File: src/rtl/cdb_arbiter.sv
// Common Data Bus transmit arbiter: round-robin pick of one completed result
// per cycle from NUM_SRC execution units, broadcast through a one-cycle register.
module cdb_arbiter #(
    parameter int NUM_SRC = 4,
    parameter int TAG_W   = 5,
    parameter int DATA_W  = 32
) (
    input  logic                      clock,
    input  logic                      reset,
    input  logic                      flush,
    input  logic [NUM_SRC-1:0]        Src_valid,
    input  logic [NUM_SRC*TAG_W-1:0]  Src_rd_tag,
    input  logic [NUM_SRC*DATA_W-1:0] Src_data,
    input  logic [NUM_SRC-1:0]        Src_branch,
    input  logic [NUM_SRC-1:0]        Src_branch_taken,
    output logic [NUM_SRC-1:0]        Src_grant,
    output logic                      Cdb_valid,
    output logic [TAG_W-1:0]          Cdb_rd_tag,
    output logic [DATA_W-1:0]         Cdb_data,
    output logic                      Cdb_branch,
    output logic                      Cdb_branch_taken
);

    localparam int IDX_W = $clog2(NUM_SRC);

    logic [IDX_W-1:0]  rr_ptr;
    logic [IDX_W-1:0]  cand;
    logic [IDX_W-1:0]  grant_idx;
    logic              found;
    logic [NUM_SRC-1:0] grant;

    logic              vld_p1;
    logic [TAG_W-1:0]  tag_p1;
    logic [DATA_W-1:0] data_p1;
    logic              branch_p1;
    logic              taken_p1;

    // Stage p0: search starts just past the last winner so it drops to lowest priority.
    always_comb begin
        grant     = '0;
        grant_idx = '0;
        found     = 1'b0;
        cand      = '0;
        for (int k = 1; k <= NUM_SRC; k++) begin
            cand = IDX_W'((int'(rr_ptr) + k) % NUM_SRC);
            if (!found && Src_valid[cand] && !flush && !reset) begin
                found     = 1'b1;
                grant_idx = cand;
            end
        end
        if (found) begin
            grant[grant_idx] = 1'b1;
        end
    end

    assign Src_grant = grant;

    // Stage p1: broadcast register; payload holds when nothing wins.
    always_ff @(posedge clock or posedge reset) begin
        if (reset) begin
            rr_ptr    <= IDX_W'(NUM_SRC - 1);
            vld_p1    <= 1'b0;
            tag_p1    <= '0;
            data_p1   <= '0;
            branch_p1 <= 1'b0;
            taken_p1  <= 1'b0;
        end else begin
            vld_p1 <= found;
            if (found) begin
                rr_ptr    <= grant_idx;
                tag_p1    <= Src_rd_tag[grant_idx*TAG_W +: TAG_W];
                data_p1   <= Src_data[grant_idx*DATA_W +: DATA_W];
                branch_p1 <= Src_branch[grant_idx];
                taken_p1  <= Src_branch_taken[grant_idx];
            end
        end
    end

    assign Cdb_valid        = vld_p1;
    assign Cdb_rd_tag       = tag_p1;
    assign Cdb_data         = data_p1;
    assign Cdb_branch       = branch_p1;
    assign Cdb_branch_taken = taken_p1;

endmodule

File: config.mk
export PLATFORM = sky130hd
export DESIGN_NAME = cdb_arbiter
export DESIGN_NICKNAME = d
export VERILOG_FILES = /design/src/rtl/cdb_arbiter.sv
export SDC_FILE = /design/constraint.sdc
export NUM_CORES = 1
export LEC_CHECK = 0
export ABC_CLOCK_PERIOD_IN_PS = 8900
export CAP_MARGIN = 30
export CORE_MARGIN = 2
export CORE_UTILIZATION = 25
export CTS_CLUSTER_DIAMETER = 200
export CTS_CLUSTER_SIZE = 24
export DETAILED_ROUTE_END_ITERATION = 6
export PLACE_DENSITY_LB_ADDON = 0.25
export SETUP_SLACK_MARGIN = 0.15
export SYNTH_ARGS = -nofsm -noshare
export SYNTH_HDL_FRONTEND = slang
export SYNTH_SLANG_ARGS = --single-unit
File: constraint.sdc
create_clock -name clock -period 8.9 [get_ports clock]
set_clock_uncertainty 0.1 [all_clocks]
set_input_delay 2.225 -clock clock [delete_from_list [all_inputs] [get_ports clock]]
set_output_delay 2.225 -clock clock [all_outputs]
set_load 0.03 [all_outputs]
Word-level counts from Yosys, hierarchy flattened. Index checks and enable logic that the tools add are counted.

Output and inout port bits: 44. Logic and storage cells: 59. Bits in registers: 42. Input port bits: 163.

Magnitude comparators: 6. Reductions and logical operators: 17. $add $sub $neg: 4. Muxes and demuxes: 23. Multiply operators: 1. Shift-type cells: 2.

Operators by type and width (number): $shiftx A128 B8 Y32 (1); $shiftx A20 B6 Y5 (1); $lt A2 B3 Y1 const B (5); $bmux W1 S2 (6); $logic_and A1 B1 Y1 (12); $mux W1 (11); $mux W2 (4); $logic_not A1 Y1 (5); $mul A2 B3 Y5 const B (1); $add A2 B1 Y2 const B (2); $add A2 B2 Y2 const B (2); $mux W4 (1); $demux W1 S2 (1); $ge A2 B1 Y1 const B (1).

Longest topological paths before layout. Gate-level depths: netlist (run 1).

Depth in word-level cells: 26. Mapped depth: 11. Mapped depth without buffers: 6.

Least setup slack after synthesis (run 1). No wires, ideal clock.

Path type: input to output. From: input port flush. To: output port Src_grant[0]. Required time: 6.575 ns. Data arrival time: 3.857 ns. Buffers on the path: 3. Stages: 8. Slack: 2.718 ns. Cell sequence: or3_1 o22ai_2 or2_1 buf_4 buf_6 buf_6 o21ai_1 nor2_1.

Cells in the longest elaborated chain, start to end: 24. Elaborated cells between the ends (all ways): 29. Classes of those cells: order compare: 2; mux: 11; reduce/logical: 16.

RTL lines: start: declaration (RTL line 10) `input logic flush,`; $logic_not A1 Y1 (*) (RTL line 46) `if (!found && Src_valid[cand] && !flush && !reset) begin`; $logic_and A1 B1 Y1 (2 in series) (RTL line 46); $mux W1 (RTL line 46); $logic_not A1 Y1 (RTL line 46); $logic_and A1 B1 Y1 (3 in series) (RTL line 46); $mux W1 (RTL line 46); $logic_not A1 Y1 (RTL line 46); $logic_and A1 B1 Y1 (3 in series) (RTL line 46); $mux W1 (RTL line 46); $logic_not A1 Y1 (RTL line 46); $logic_and A1 B1 Y1 (3 in series) (RTL line 46); $mux W2 (RTL line 46); $lt A2 B3 Y1 (implied by the code) / $ge A2 B1 Y1 (equally long branches) (RTL line 52) `grant[grant_idx] = 1'b1;`; $logic_and A1 B1 Y1 (implied by the code) (RTL line 52); $mux W1 (implied by the code) (RTL line 52); $demux W1 S2 (RTL line 52); $mux W4 (*) (RTL line 51) `if (found) begin`; end: declaration (RTL line 16) `output logic [NUM_SRC-1:0] Src_grant,`.

Every way passes the cells marked *; elsewhere a longest branch is shown, timed or not.

Worst setup path in the final report (run 1).
From: input port reset. To: output port Src_grant[2].

Cells in the longest elaborated chain, start to end: 23. Elaborated cells between the ends (all ways): 28. Classes of those cells: order compare: 2; mux: 11; reduce/logical: 15.

RTL lines: start: declaration (RTL line 9) `input logic reset,`; $logic_not A1 Y1 (no source line) (*); $logic_and A1 B1 Y1 (RTL line 46); $mux W1 (RTL line 46); $logic_not A1 Y1 (RTL line 46); $logic_and A1 B1 Y1 (3 in series) (RTL line 46); $mux W1 (RTL line 46); $logic_not A1 Y1 (RTL line 46); $logic_and A1 B1 Y1 (3 in series) (RTL line 46); $mux W1 (RTL line 46); $logic_not A1 Y1 (RTL line 46); $logic_and A1 B1 Y1 (3 in series) (RTL line 46); $mux W2 (RTL line 46); $lt A2 B3 Y1 (implied by the code) / $ge A2 B1 Y1 (equally long branches) (RTL line 52); $logic_and A1 B1 Y1 (implied by the code) (RTL line 52); $mux W1 (implied by the code) (RTL line 52); $demux W1 S2 (RTL line 52); $mux W4 (*) (RTL line 51).

Marked as above.

==> results of run 1 <==
==> where the power goes <==
part	internal [W]	switching [W]
logic	0.000573	0.000695
registers	0.000290	0.0000841
clock network	0.000141	0.0000844
==> cell usage after synthesis (all sizes together), types with 2 or more instances <==
library cell / n
clkbuf: 60
nand2: 3
nand2b: 4
dfrtp: 40
dfstp: 2
o221ai: 156
a221oi: 78
nor2: 3
mux2i: 80
inv: 5
and2: 2
a211o: 41
o21ai: 5
buf: 24
==> final timing paths <==
check                                          from                       end  cells past startpoint
setup / recovery                              reset              Src_grant[2]                      7
hold / removal             Cdb_data[16]$_DFFE_PP0P_  Cdb_data[16]$_DFFE_PP0P_                      1
setup reg to reg              rr_ptr[0]$_DFFE_PP1P_   Cdb_data[7]$_DFFE_PP0P_                      9
hold reg to reg            Cdb_data[16]$_DFFE_PP0P_  Cdb_data[16]$_DFFE_PP0P_                      1
max in group asynchronous                     reset  Cdb_data[11]$_DFFE_PP0P_                      3
min in group asynchronous                     reset  Cdb_data[20]$_DFFE_PP0P_                      2
==> routing by layer <==
metal	track usage, %	vias to the layer above	part of all wire [%]	routed length [um]
met5	0	-	0	0
met4	4.91	0	0.93	182
met3	3.03	14	7.2	1410
met2	29.1	249	47	9180
met1	24.1	2960	45	8770
li1	-	2661	-	-
==> stage by stage <==
stage | utilization, % | hold slack, ns
after floorplan | - | 0.561
final | 37.6 | 0.387
after global placement | 36.3 | 0.371
after detailed placement | 36.4 | 0.376
after CTS | 37.3 | 0.391
after global routing | 37.6 | 0.412
==> cell families after synthesis <==
group | after synthesis
AOI/OAI and AO/OA | 289
DFF | 42
and+or+nand+nor | 19
buffers and inverters | 89
muxes | 80
==> final cells by class <==
cell class              count  area (um^2)  area share (%)
clock inverters             1         30.0           0.411
clock buffers               7          143            1.95
repair buffers            218         2200            30.1
inverters                   5         18.8           0.257
well taps                 265          332            4.53
flip-flops and latches     42         1060            14.5
multi-input cells         388         3530            48.2
==> state kept, by name, summed over array words and instances (netlist names) <==
signal            cells
Cdb_data             32
Cdb_rd_tag            5
rr_ptr                2
Cdb_branch            1
Cdb_branch_taken      1
Cdb_valid             1
==> critical path, stage by stage <==
cell and delay, ns:
clkdlybuf4s50_1 0.49, nor2_1 0.42, o21ai_0 0.17, a311oi_1 0.44, inv_2 0.44, nor2_1 0.21, clkdlybuf4s50_1 0.69
==> summary.md, run 1 <==
| Metric | Value |
|---|---|
| Antenna-violating nets left | `0` |
| Synthesized instance count | `519` |
| Finished Cell Area | `0.00731 mm^2` |
| H-tree levels | `2` |
| Mapped Nets | `682` |
| Number of flops mapped to enable cells by yosys | `0` |
| Die H | `145 um` |
| Fin. Hold Viols | `0` |
| Main combinational cell family by area after synthesis | `compound AO/OA/AOI/OAI gates` |
| Setup ws final | `1.48 ns` |
| RSZ-0062 raised after global routing | `no` |
| # rows | `51` |
| HP Class | `flop to flop` |
| Minimum clock period | `7.42 ns` |
| CP Max Fanout | `42` |
| Worst IR Drop VDD | `0.000141 V` |
| Avg Inst Size Synth | `9.54 um^2` |
| All-layer global routing usage | `17.7%` |
| Simple-Gate Fraction of Synth Area | `2.38%` |
| Setup bufs post-CTS | `0` |
| Period utilization | `83.4%` |
| Data arrival, critical path | `5.09 ns` |
| Highest Clock Rate | `0.135 GHz` |
| Largest net degree at the start of global routing | `84` |
| Synth area leader | `o221ai_1` |
| Critical path class | `primary input to output port` |
| Bufs on Longest Clock Path | `2` |
| Most frequent cells in the layout | `clkdlybuf4s50_1 (206), o221ai_1 (147), mux2i_1 (80)` |
| Area growth syn-to-layout | `47.8%` |
| Synth Area in XOR/XNOR | `0%` |
| Synth area leaders | `o221ai_1 (26%), dfrtp_1 (20%), mux2i_1 (16%)` |
| Initial antenna violation count | `0` |
| Vias in the first global route | `5761` |
| Drc violations | `0` |
| Ys async rst share | `100%` |
| Max-Cap Viols | `0` |
| Die X | `145 um` |
| Total power | `0.00187 W` |
| Cell area after synthesis | `0.00495 mm^2` |
| DP Worst Slack | `1.47 ns` |
| Final wirelength | `19500 um` |
| CTS sink count | `42` |
| CORE AREA | `0.0195 mm^2` |
| Fin. max-slew vios | `0` |
| Synth Register Bits | `42` |
| Yosys cell types | `35` |
| Outcome | `finished, final reports clean` |
| Worst Path Required | `6.58 ns` |
| Worst-margin pin slew | `0.997 ns` |
| Nets | `823` |
| Clock slew at reported path FFs | `0.06 ns` |
| Post-synthesis mux area share | `16.2%` |
| Power Dens Cells | `255 mW/mm^2` |
| Routability cong. | `0.748` |
| Commonest non-fill, non-tap cell in the layout | `clkdlybuf4s50_1` |
| Area share of fa/ha/maj cells after synthesis | `0%` |
| IO Count | `207` |
| CTS buffer count | `5` |
| Compound-Gate Fraction of Synth Area | `52.0%` |
| Detailed router's first-iteration violation count | `334` |
| Layout fillers | `1935` |
| Syn. warnings | `0` |
| Hold_buf cts | `0` |
| Diodes inserted | `0` |
| Cells after DPL | `916` |
| Finished Layout Cells | `926` |
| Drt wl/cell | `21.1 um` |
| Sequential fraction of the synthesis area | `21.3%` |
| 1st-pass router iterations | `4` |
| IO Port Bufs | `206` |
| Via Count | `5884` |
| Critical Path Start Type | `primary input` |
| Synth Flop Type | `dfrtp_1` |
| Starting Density | `25.4%` |
| Worst-Skew Late Latency | `0.29 ns` |
| Worst relative slew slack | `33.5%` |
| CTS Root Cell | `clkbuf_16` |
| Post-CTS Resized | `0` |
| DP Wirelength | `12100 um` |
| CP endpoint kind | `output port` |
| Setup_tns | `0 ns` |
| Leakage | `2.60 nW` |
| Flop-to-flop setup slack | `5.11 ns` |
| Grt total ovfl | `0` |
| CTS tree | `done` |
| First-pass GRT wire length | `29900 um` |
| Final setup violation count | `0` |
| Ratio of cells with drive above 1 in the final layout | `6.05%` |
| Via density | `6.35` |
| DIE AREA | `0.0209 mm^2` |
| Top cell type's share of synthesized area | `26.0%` |
| Post-DP Area | `0.00709 mm^2` |
No activity file was read; power rests on OpenSTA's default activity.
==> inputs of run 2 (changes only) <==
--- a/config.mk
+++ b/config.mk
@@ -5,7 +5,7 @@
 export SDC_FILE = /design/constraint.sdc
 export NUM_CORES = 1
 export LEC_CHECK = 0
-export ABC_CLOCK_PERIOD_IN_PS = 8900
+export ABC_CLOCK_PERIOD_IN_PS = 6600
 export CAP_MARGIN = 30
 export CORE_MARGIN = 2
 export CORE_UTILIZATION = 25
==> constraint.sdc (replaced) <==
create_clock -name clock -period 6.6 [get_ports clock]
set_clock_uncertainty 0.1 [all_clocks]
set_input_delay 1.65 -clock clock [delete_from_list [all_inputs] [get_ports clock]]
set_output_delay 1.65 -clock clock [all_outputs]
set_load 0.03 [all_outputs]
==> run 2 against run 1 <==
Against the previous run: setup slack worse by 0.89 ns; die area stayed put; combinational power is 36% higher; highest routed layer unchanged; largest cell class unchanged; non-clock buffer count is 1 higher; clock power is 20% higher; power is 34% higher; global-route usage is 1.0 points higher; final area is 0.24% lower; critical path type unchanged; largest power group unchanged; utilization is 0.090 points lower; routed wire length is 5.1% higher; final cell count is 0.11% higher; sequential share of layout area hardly changed.
==> summary.md, run 2 (synthesis results as in run 1) <==
| Metric | Value |
|---|---|
| Outcome | `finished, final reports clean` |
| Hold Crit Start | `Cdb_data[26]$_DFFE_PP0P_` |
| Critical path class | `primary input to output port` |
| Minimum clock period | `6.01 ns` |
| Nets | `824 (+0.12%)` |
| Max-Cap Viols | `0 (unchanged)` |
| Critical Path Start | `Src_valid[3]` |
| DIE AREA | `0.0209 mm^2 (unchanged)` |
| Highest Clock Rate | `0.166 GHz` |
| First-pass GRT wire length | `31300 um (+4.5%)` |
| Hold_buf cts | `0 (unchanged)` |
| Max FFs per register | `32 (unchanged)` |
| All-layer global routing usage | `18.8% (+1.0 points)` |
| Reg2reg start | `rr_ptr[0]$_DFFE_PP1P_` |
| Post-DP Area | `0.00712 mm^2 (+0.49%)` |
| Power Dens Cells | `342 mW/mm^2 (+34%)` |
| Area growth syn-to-layout | `47.4%` |
| Worst relative slew slack | `30.3% (-3.2 points)` |
| Worst-margin pin slew | `1.05 ns (+0.0484 ns)` |
| Routability cong. | `0.777 (+3.9%)` |
| Grt total ovfl | `0 (unchanged)` |
| Final setup violation count | `0 (unchanged)` |
| HP Class | `flop to flop` |
| IO Count | `207 (unchanged)` |
| Period utilization | `91.1%` |
| Via Count | `5916 (+0.54%)` |
| Drc violations | `0 (unchanged)` |
| CTS buffer count | `5 (unchanged)` |
| Diodes inserted | `0 (unchanged)` |
| Die H | `145 um (unchanged)` |
| Antenna-violating nets left | `0 (unchanged)` |
| CP endpoint kind | `output port` |
| Vias in the first global route | `5828 (+1.2%)` |
| CTS tree | `done` |
| CORE AREA | `0.0195 mm^2 (unchanged)` |
| Critical Path Start Type | `primary input` |
| Finished Cell Area | `0.00730 mm^2 (-0.24%)` |
| Setup_tns | `0 ns (unchanged)` |
| CTS Root Cell | `clkbuf_16` |
| Depth of the worst register-to-register path | `7 (-2)` |
| Bufs on Longest Clock Path | `2 (unchanged)` |
| Data arrival, critical path | `4.26 ns (-0.83 ns)` |
| Commonest non-fill, non-tap cell in the layout | `clkdlybuf4s50_1` |
| CP Max Fanout | `9 (-79%)` |
| Drt wl/cell | `22.2 um (+5.0%)` |
| DP Wirelength | `12200 um (+1.3%)` |
| Ratio of cells with drive above 1 in the final layout | `6.19% (+0.14 points)` |
| Setup bufs post-CTS | `0 (unchanged)` |
| Hold Path Cell Cnt | `1 (unchanged)` |
| # rows | `51 (unchanged)` |
| Fin. Hold Viols | `0 (unchanged)` |
| IO Port Bufs | `206 (unchanged)` |
| Fin. max-slew vios | `0 (unchanged)` |
| Finished Layout Cells | `927 (+0.11%)` |
| Layout fillers | `1929 (-0.31%)` |
| Detailed router's first-iteration violation count | `433 (+30%)` |
| Via density | `6.38 (+0.44%)` |
| Post-CTS Resized | `0 (unchanged)` |
| Worst Path Required | `4.85 ns (-1.73 ns)` |
| CTS sink count | `42 (unchanged)` |
| Final wirelength | `20500 um (+5.1%)` |
| Worst-Skew Late Latency | `0.29 ns (about the same)` |
| Initial antenna violation count | `0 (unchanged)` |
| DP Worst Slack | `0.607 ns (-0.861 ns)` |
| H-tree levels | `2 (unchanged)` |
| Worst IR Drop VDD | `0.000171 V (+21%)` |
| Starting Density | `25.4% (unchanged)` |
| Largest net degree at the start of global routing | `80 (-4.8%)` |
| Leakage | `2.59 nW (-0.23%)` |
| Clock slew at reported path FFs | `0.07 ns (about the same)` |
| 1st-pass router iterations | `4 (unchanged)` |
| Cells after DPL | `918 (+0.22%)` |
| Most frequent cells in the layout | `clkdlybuf4s50_1 (206), o221ai_1 (147), mux2i_1 (80)` |
| RSZ-0062 raised after global routing | `no` |
| Setup ws final | `0.588 ns (-0.893 ns)` |
| Die X | `145 um (unchanged)` |
run 2: area by class of cell:
type | instances | area, um^2 | share of cell area [%]
multi-input combinational | 388 | 3530 | 48.4
timing repair buffer | 219 | 2210 | 30.3
sequential | 42 | 1060 | 14.5
tap | 265 | 332 | 4.54
clock buffer | 7 | 143 | 1.96
inverter | 5 | 18.8 | 0.257
clock inverter | 1 | 5.00 | 0.0686
run 2: critical path, cell delays in order:
cell and delay, ns:
clkdlybuf4s50_1 0.69, a21boi_0 0.35, o311ai_0 0.17, or2_4 0.28
o21ai_1 0.28, and2_1 0.17, clkdlybuf4s50_1 0.67
run 2: per-layer routing:
| metal | wire [um] | global-route usage [%] | part of all wire [%] |
|---|---|---|---|
| met5 | 0 | 0 | 0 |
| met4 | 199 | 4.70 | 0.97 |
| met3 | 1550 | 3.59 | 7.5 |
| met2 | 9710 | 32.2 | 47 |
| met1 | 9070 | 24.3 | 44 |
run 2: report_power, final:
group | internal (W) | leakage (nW) | total (W) | switching [W]
combinational | 0.000774 | 2.01 | 0.00173 | 0.000954
sequential | 0.000391 | 0.507 | 0.000495 | 0.000104
clock | 0.000151 | 0.0739 | 0.000269 | 0.000118
total | 0.00132 | 2.59 | 0.00249 | 0.00118
run 2: stage by stage:
step | hold slack [ns] | total power (W) | util [%]
final | 0.389 | 0.00249 | 37.5
after global routing | 0.406 | 0.00265 | 37.5
after CTS | 0.396 | 0.00249 | 37.3
after detailed placement | 0.377 | 0.00220 | 36.6
after global placement | 0.376 | 0.00216 | 36.3
after floorplan | 0.561 | 0.00163 | -
run 2: worst paths after layout:
kind                                            endpoint  slack [ns]
worst min register to register  Cdb_data[26]$_DFFE_PP0P_        0.39
worst max-delay path                        Src_grant[3]        0.59
min in group asynchronous       Cdb_data[25]$_DFFE_PP0P_        1.69
max in group asynchronous          rr_ptr[0]$_DFFE_PP1P_        4.11
worst min-delay path            Cdb_data[26]$_DFFE_PP0P_        0.39
worst max register to register  Cdb_data[26]$_DFFE_PP0P_        3.40
==> inputs of run 3 (changes only) <==
==> constraint.sdc (replaced) <==
create_clock -name clock -period 6.6 [get_ports clock]
set_clock_uncertainty 0.1 [all_clocks]
set_input_delay 1.65 -clock clock [delete_from_list [all_inputs] [get_ports clock]]
set_output_delay 1.65 -clock clock [all_outputs]
set_load 0.005 [all_outputs]
==> run 3 against run 2 <==
Against the previous run: worst hold slack gained 0.0044 ns; largest cell class unchanged; sequential share of layout area is essentially flat; final cell count shrank 0.11%; power shrank 9.8%; die area is the same; largest power group unchanged; critical path depth is the same.
==> summary.md, run 3 (synthesis results as in run 1) <==
| Metric | Value |
|---|---|
| Drt wl/cell | `22.3 um (+0.45%)` |
| Final setup violation count | `0 (unchanged)` |
| Clock Power Share | `12.7% (+1.9 points)` |
| Critical path class | `primary input to output port` |
| DP Wirelength | `12500 um (+2.0%)` |
| Commonest non-fill, non-tap cell in the layout | `clkdlybuf4s50_1` |
| Fin. Hold Viols | `0 (unchanged)` |
| IO Port Bufs | `206 (unchanged)` |
| 1st-pass router iterations | `5 (+1)` |
| Diodes inserted | `0 (unchanged)` |
| CTS Root Cell | `clkbuf_16` |
| Outcome | `finished, final reports clean` |
| Detailed router's first-iteration violation count | `400 (-7.6%)` |
| Worst-margin pin slew | `1.03 ns (-0.0193 ns)` |
| CP endpoint kind | `output port` |
| CTS sink count | `42 (unchanged)` |
| Flop-to-flop setup slack | `2.88 ns (-0.52 ns)` |
| Depth of the worst register-to-register path | `7 (unchanged)` |
| Most frequent cells in the layout | `clkdlybuf4s50_1 (206), o221ai_1 (147), mux2i_1 (80)` |
| # rows | `51 (unchanged)` |
| Nets | `823 (-0.12%)` |
| Largest net degree at the start of global routing | `79 (-1.3%)` |
| Vias in the first global route | `6006 (+3.1%)` |
| Reg power frac | `23.0% (+3.1 points)` |
| Period utilization | `89.6% (-1.5 points)` |
| R2r endpoint | `Cdb_rd_tag[4]$_DFFE_PP0P_` |
| IO Count | `207 (unchanged)` |
| Data arrival, critical path | `4.16 ns (-0.10 ns)` |
| Final wirelength | `20600 um (+0.34%)` |
| Critical Path Start Type | `primary input` |
| RSZ-0062 raised after global routing | `no` |
| CTS tree | `done` |
| Drc violations | `0 (unchanged)` |
| Clock slew at reported path FFs | `0.06 ns (about the same)` |
| Internal | `0.00132 W (+0.32%)` |
| CP Max Fanout | `9 (unchanged)` |
| Worst relative slew slack | `31.6% (+1.3 points)` |
| HP Class | `flop to flop` |
| Via density | `6.38 (about the same)` |
| Starting Density | `25.4% (unchanged)` |
| Routability cong. | `0.742 (-4.6%)` |
| Switch Pwr | `0.000928 W (-21%)` |
| Ratio of cells with drive above 1 in the final layout | `6.20% (+0.0094 points)` |
| Setup bufs post-CTS | `0 (unchanged)` |
| Post-CTS Resized | `0 (unchanged)` |
| Hold Crit Start | `Cdb_data[12]$_DFFE_PP0P_` |
| Hold Path Cell Cnt | `1 (unchanged)` |
| Max-Cap Viols | `0 (unchanged)` |
| DIE AREA | `0.0209 mm^2 (unchanged)` |
| Initial antenna violation count | `0 (unchanged)` |
| Leakage | `2.59 nW (-0.25%)` |
| Grt total ovfl | `0 (unchanged)` |
| H-tree levels | `2 (unchanged)` |
| Comb pwr share | `64.3% (-5.0 points)` |
| Minimum clock period | `5.91 ns (-0.0982 ns)` |
| Worst IR Drop VDD | `0.000214 V (+26%)` |
| Worst Path Required | `4.85 ns (about the same)` |
| Die X | `145 um (unchanged)` |
| CORE AREA | `0.0195 mm^2 (unchanged)` |
| CTS buffer count | `5 (unchanged)` |
| Sw Ratio | `41.3% (-5.9 points)` |
| First-pass GRT wire length | `31500 um (+0.91%)` |
| Area growth syn-to-layout | `47.1%` |
| Hold EP | `Cdb_data[12]$_DFFE_PP0P_` |
| Total power | `0.00225 W (-9.8%)` |
| Setup_tns | `0 ns (unchanged)` |
| Die H | `145 um (unchanged)` |
| Bufs on Longest Clock Path | `2 (unchanged)` |
| Max FFs per register | `32 (unchanged)` |
| Worst-Skew Late Latency | `0.29 ns (about the same)` |
| Fin. max-slew vios | `0 (unchanged)` |
| Power Dens Cells | `309 mW/mm^2 (-9.6%)` |
| Hold_buf cts | `0 (unchanged)` |
| Via Count | `5911 (-0.085%)` |
| All-layer global routing usage | `18.7% (-0.039 points)` |
| Reg2reg start | `rr_ptr[0]$_DFFE_PP1P_` |
| Highest Clock Rate | `0.169 GHz (+1.7%)` |
| Antenna-violating nets left | `0 (unchanged)` |
[run 3: worst max path at each step]
stage                 start      endpoint  slack, ns  cells past startpoint
3_5_place_dp   Src_valid[3]  Src_grant[3]       0.72                      7
6_report       Src_valid[3]  Src_grant[3]       0.69                      7
2_1_floorplan  Src_valid[1]  Src_grant[1]       1.74                      9
3_3_place_gp   Src_valid[3]  Src_grant[3]       0.85                      7
4_1_cts        Src_valid[3]  Src_grant[3]       0.71                      7
5_1_grt        Src_valid[3]  Src_grant[3]       0.57                      7
[run 3: cell type report]
cell class / count / area, um^2
clock buffers: 8 / 166
fillers: 1990 / 12200
inverters: 5 / 18.8
multi-input cells: 388 / 3530
flip-flops and latches: 42 / 1060
well taps: 265 / 332
repair buffers: 218 / 2180
[run 3: critical path, stage by stage]
cell	delay, ns
clkdlybuf4s50_1	0.68
a21boi_0	0.33
o311ai_0	0.16
or2_4	0.28
o21ai_1	0.36
and2_1	0.19
clkdlybuf4s50_1	0.50
[run 3: stage by stage]
stage / cell area, um^2 / hold slack, ns / utilization (%) / cells / setup slack [ns]
detailed placement: 7090 / 0.382 / 36.4 / 917 / 0.723
global route: 7280 / 0.416 / 37.4 / 926 / 0.569
finish: 7280 / 0.393 / 37.4 / 926 / 0.686
global placement: 7070 / 0.374 / 36.3 / 916 / 0.849
CTS: 7260 / 0.397 / 37.3 / 925 / 0.713
floorplan: 4950 / 0.384 / - / 519 / 1.74
[run 3: power groups by stage]
stage                     Combinational [W]  Sequential [W]  Clock (W)
final                               0.00144        0.000518   0.000286
after floorplan                    0.000924        0.000466          0
after global placement              0.00139        0.000517          0
after CTS                           0.00144        0.000518   0.000295
after global routing                0.00156        0.000534   0.000308
after detailed placement            0.00143        0.000520          0
[run 3: layer usage]
metal  vias up  part of all wire, %  track usage [%]
li1       2666                    -                -
met1      2975                   44             23.4
met2       243                   47             32.2
met3        27                  7.4             4.24
met4         0                  1.4             5.47
met5         -                    0                0
==> patch 1: new RTL, flow settings as in run 3 <==
Set the parameter `DATA_W` to 16 (it was 32).
--- a/src/rtl/cdb_arbiter.sv
+++ b/src/rtl/cdb_arbiter.sv
@@ -3,7 +3,7 @@
 module cdb_arbiter #(
     parameter int NUM_SRC = 4,
     parameter int TAG_W   = 5,
-    parameter int DATA_W  = 32
+    parameter int DATA_W  = 16
 ) (
     input  logic                      clock,
     input  logic                      reset,
Interface: changed (resized Cdb_data and Src_data); port bits go from 207 to 127. The function was not compared with the original's and may differ.
==> patch 1 against run 3 <==
Synthesized area down 59%; power down 60%; worst setup slack worse by 0.069 ns; routed wire length decreased by 65%; critical path type unchanged; worst hold slack better by 0.0047 ns; cell area decreased by 52%; synthesized cell count decreased by 55%; sequential cell count fell by 16.
==> patch 1: results (changes against run 3) <==
Outcome: complete, no violations
Metal1 wirelength: 2910 um (-68%)
Hold slack: 0.398 ns (+0.00472 ns)
Max FFs per register: 16 (-50%)
Multi-input gates: 177 (-54%)
Layout cells sized above 1: 9.59% (+3.4 points)
Worst Hold Class: reg2reg
Critical Path Sink: Src_grant[2]
Largest net degree at the start of global routing: 41 (-48%)
First-pass GRT wire length: 11100 um (-65%)
H-tree depth: 1 (-1)
Top sig layer: met4
Unique masters post-synth: 42 (+20%)
Final GP Congestion: 0.795 (+7.2%)
Mapped Cells: 231 (-55%)
Seq Cell Count: 26 (-38%)
Arr. time, crit path: 4.23 ns (+0.07 ns)
DRT iter0 DRCs: 79 (-80%)
Signal inverters: 5 (unchanged)
Met1 usage: 19.4% (-4.0 points)
Worst vdd rail ir drop: 0.000103 V (-52%)
GRT Total Usage: 15.9% (-2.8 points)
Routed wl met3: 496 um (-68%)
WHS Path Cells: 2 (+1)
Fraction of cell area in non-clock buffers: 38.3% (+8.4 points)
Worst reg2reg path endpoint: Cdb_data[7]
Worst setup path start: Src_valid[2]
Post-DP Area: 3390 sq um (-52%)
Reg2reg setup slack: 2.83 ns (-0.05 ns)
Internal Pwr Total: 0.577 mW (-56%)
Via density: 5.11 (-20%)
Routed wire per std cell: 16.3 um (-27%)
Port Buffer Count: 126 (-39%)
Filler cell count: 769 (-61%)
Vias in the first global route: 2237 (-63%)
Share of cell area taken by multi-input logic gates: 36.5% (-12 points)
Post-layout instance count excluding filler cells: 446 (-52%)
Clock transition at the registers of the reported paths: 0.10 ns (+0.04 ns)
Leakage dissipation: 1.42 nW (-45%)
Latest clock arrival within the worst-skew pair: 0.27 ns (-0.02 ns)
Register area share after synthesis: 32.0% (+11 points)
Fin util: 44.3% (+6.9 points)
CTS Buf Count: 3 (-2)
Placed Cells: 442 (-52%)
Slew headroom: 47.8% (+16 points)
Bufs w/o clock: 132 (-39%)
Seq area share: 18.9% (+4.3 points)
Die Footprint: 8900 sq um (-57%)
DP Wirelength: 5570 um (-55%)
Top cells by count, synth: nor2_1 (26), dfrtp_1 (24), nand2_1 (24), mux2i_1 (18)
CTS Root Cell: clkbuf_8
Met2 wire length: 3840 um (-61%)
patch 1: tightest hold or removal path, cell delays in order, from the launching register on:
cell	delay (ns)
dfrtp_1	0.35
nand2_1	0.05
o221ai_1	0.06
patch 1: power by group through the flow:
stage                     logic [mW]  clock network (mW)  registers, mW
after global routing           0.512               0.151          0.301
final                          0.465               0.139          0.289
after detailed placement       0.470                   0          0.291
after floorplan                0.282                   0          0.257
after CTS                      0.473               0.143          0.290
after global placement         0.468                   0          0.289
patch 1: per-stage QoR:
step	worst slack, ns	power, mW
6_report	0.617	0.893
5_1_grt	0.506	0.964
4_1_cts	0.610	0.906
3_5_place_dp	0.614	0.761
3_3_place_gp	0.630	0.757
2_1_floorplan	1.36	0.538
patch 1: cell families after synthesis:
group | Yosys count | share of synthesized area (%)
compound gates | 74 | 27.7
simple gates | 70 | 16.4
mux | 32 | 16.7
buf+inv | 28 | 6.74
flops | 26 | 32.0
xor+xnor | 1 | 0.429
==> patch 2: new RTL, flow settings as in run 3 <==
Made on the original files. Reset style: synchronous (`reset`), changed in one clocked block.
--- a/src/rtl/cdb_arbiter.sv
+++ b/src/rtl/cdb_arbiter.sv
@@ -56,7 +56,7 @@
     assign Src_grant = grant;
 
     // Stage p1: broadcast register; payload holds when nothing wins.
-    always_ff @(posedge clock or posedge reset) begin
+    always_ff @(posedge clock) begin
         if (reset) begin
             rr_ptr    <= IDX_W'(NUM_SRC - 1);
             vld_p1    <= 1'b0;
Formal check against the unedited RTL: differs if reset is asserted again (counterexample within 4 cycles, from zero or initial values and one cycle with reset high); with reset held inactive, the same outputs for 10 cycles.
==> patch 2 against run 3 <==
Sequential cell count unchanged; count of clock-buffer cells in the layout down 1; routed wire length down 46%; power down 60%; cell count down 30%; critical path depth down 1; clock power down 13%; first-iteration DRC count down 38%; worst hold slack worse by 0.0086 ns; cell area down 27%; worst setup slack worse by 0.19 ns; synthesized area down 41%; largest cell class is now non-clock buffers; largest power group unchanged.
==> patch 2: results (changes against run 3) <==
Outcome: complete, no violations
Routed wl met3: 1040 um (-32%)
Worst-path fanout max: 21 (+12)
Met3 global-route usage: 4.97% (+0.72 points)
Top cell type's share of synthesized area: 28.6% (+2.6 points)
Via density: 5.19 (-19%)
Worst reg2reg path endpoint: Cdb_rd_tag[0]
Worst flop-to-flop path startpoint: rr_ptr[0]
Post-layout net count: 664 (-19%)
Largest net degree at the start of global routing: 40 (-49%)
Hold slack: 0.385 ns (-0.00861 ns)
Met1 usage: 21.0% (-2.5 points)
Synth top area cells: dfxtp_1 (29%), mux2_4 (19%), a221o_1 (13%)
Leakage dissipation: 2.04 nW (-21%)
Metal1 wirelength: 4630 um (-49%)
Final GP Congestion: 0.824 (+11%)
CTS Root Cell: clkbuf_16
GRT met2 Usage: 29.7% (-2.5 points)
Worst-Margin Slew: 0.936 ns (-0.0900 ns)
DP Worst Slack: 0.503 ns (-0.220 ns)
Arr. time, crit path: 4.36 ns (+0.20 ns)
Worst vdd rail ir drop: 0.0000999 V (-53%)
Reg2reg setup slack: 3.26 ns (+0.38 ns)
Hold EP: Cdb_branch_taken
Fraction of registers with async set/reset: 0% (-100 points)
1st-pass router iterations: 4 (-1)
Drt total wl: 11200 um (-46%)
Layout cells sized above 1: 12.9% (+6.7 points)
Tot Pwr: 0.898 mW (-60%)
Filler cell count: 1125 (-43%)
DRT iter0 DRCs: 249 (-38%)
Vias in the first global route: 3453 (-43%)
Unique masters post-synth: 38 (+8.6%)
Met2 wire length: 5430 um (-44%)
Register area share after synthesis: 28.6% (+7.3 points)
Top cells by count, synth: a21oi_1 (42), dfxtp_1 (42), a221o_1 (39), nand3_1 (39), mux2_4 (37)
Sequential power: 0.303 mW (-42%)
DP Wirelength: 8410 um (-32%)
Post-synthesis compound-gate area fraction: 32.4% (-20 points)
Area of the multi-input gates: 1950 sq um (-45%)
Hold Path Origin: Cdb_branch_taken
Synthesized-area fraction occupied by adder cells: 0% (unchanged)
Placed Cells: 637 (-31%)
Mapped Cells: 318 (-39%)
GRT Total Usage: 17.1% (-1.6 points)
Power Clock: 0.250 mW (-13%)
Internal Pwr Total: 0.658 mW (-50%)
Mux share of post-synthesis cell area: 21.8% (+5.6 points)
Post-DP Area: 5160 sq um (-27%)
First-pass GRT wire length: 17600 um (-44%)
Post-layout instance count excluding filler cells: 645 (-30%)
Fin. Hold Viols: 0 (unchanged)
==> patch 2: worst max-delay path: stages <==
cell	delay, ns
clkdlybuf4s50_1	0.58
or4b_1	0.59
o41ai_2	0.49
o2bb2ai_4	0.31
a21oi_1	0.21
clkdlybuf4s50_1	0.52
==> patch 2: area by class of cell <==
class	instances	area share [%]
Timing Repair Buffer	214	41.1
Multi-Input combinational cell	234	36.7
Sequential cell	42	15.8
Tap cell	143	3.37
Clock buffer	7	2.68
Inverter	4	0.283
Clock inverter	1	0.0942
==> patch 2: how the worst max path moves through the flow <==
stage,start,endpoint,cells past startpoint,slack [ns]
floorplan,Src_valid[2],Src_grant[1],5,1.75
global placement,reset,Src_grant[1],6,0.55
detailed placement,reset,Src_grant[3],6,0.50
CTS,reset,Src_grant[3],6,0.48
global route,reset,Src_grant[1],6,0.33
finish,reset,Src_grant[3],6,0.49
==> patch 2: cell families after synthesis <==
group / Yosys count
compound gates: 133
buf+inv: 42
mux: 44
flops: 42
simple gates: 57
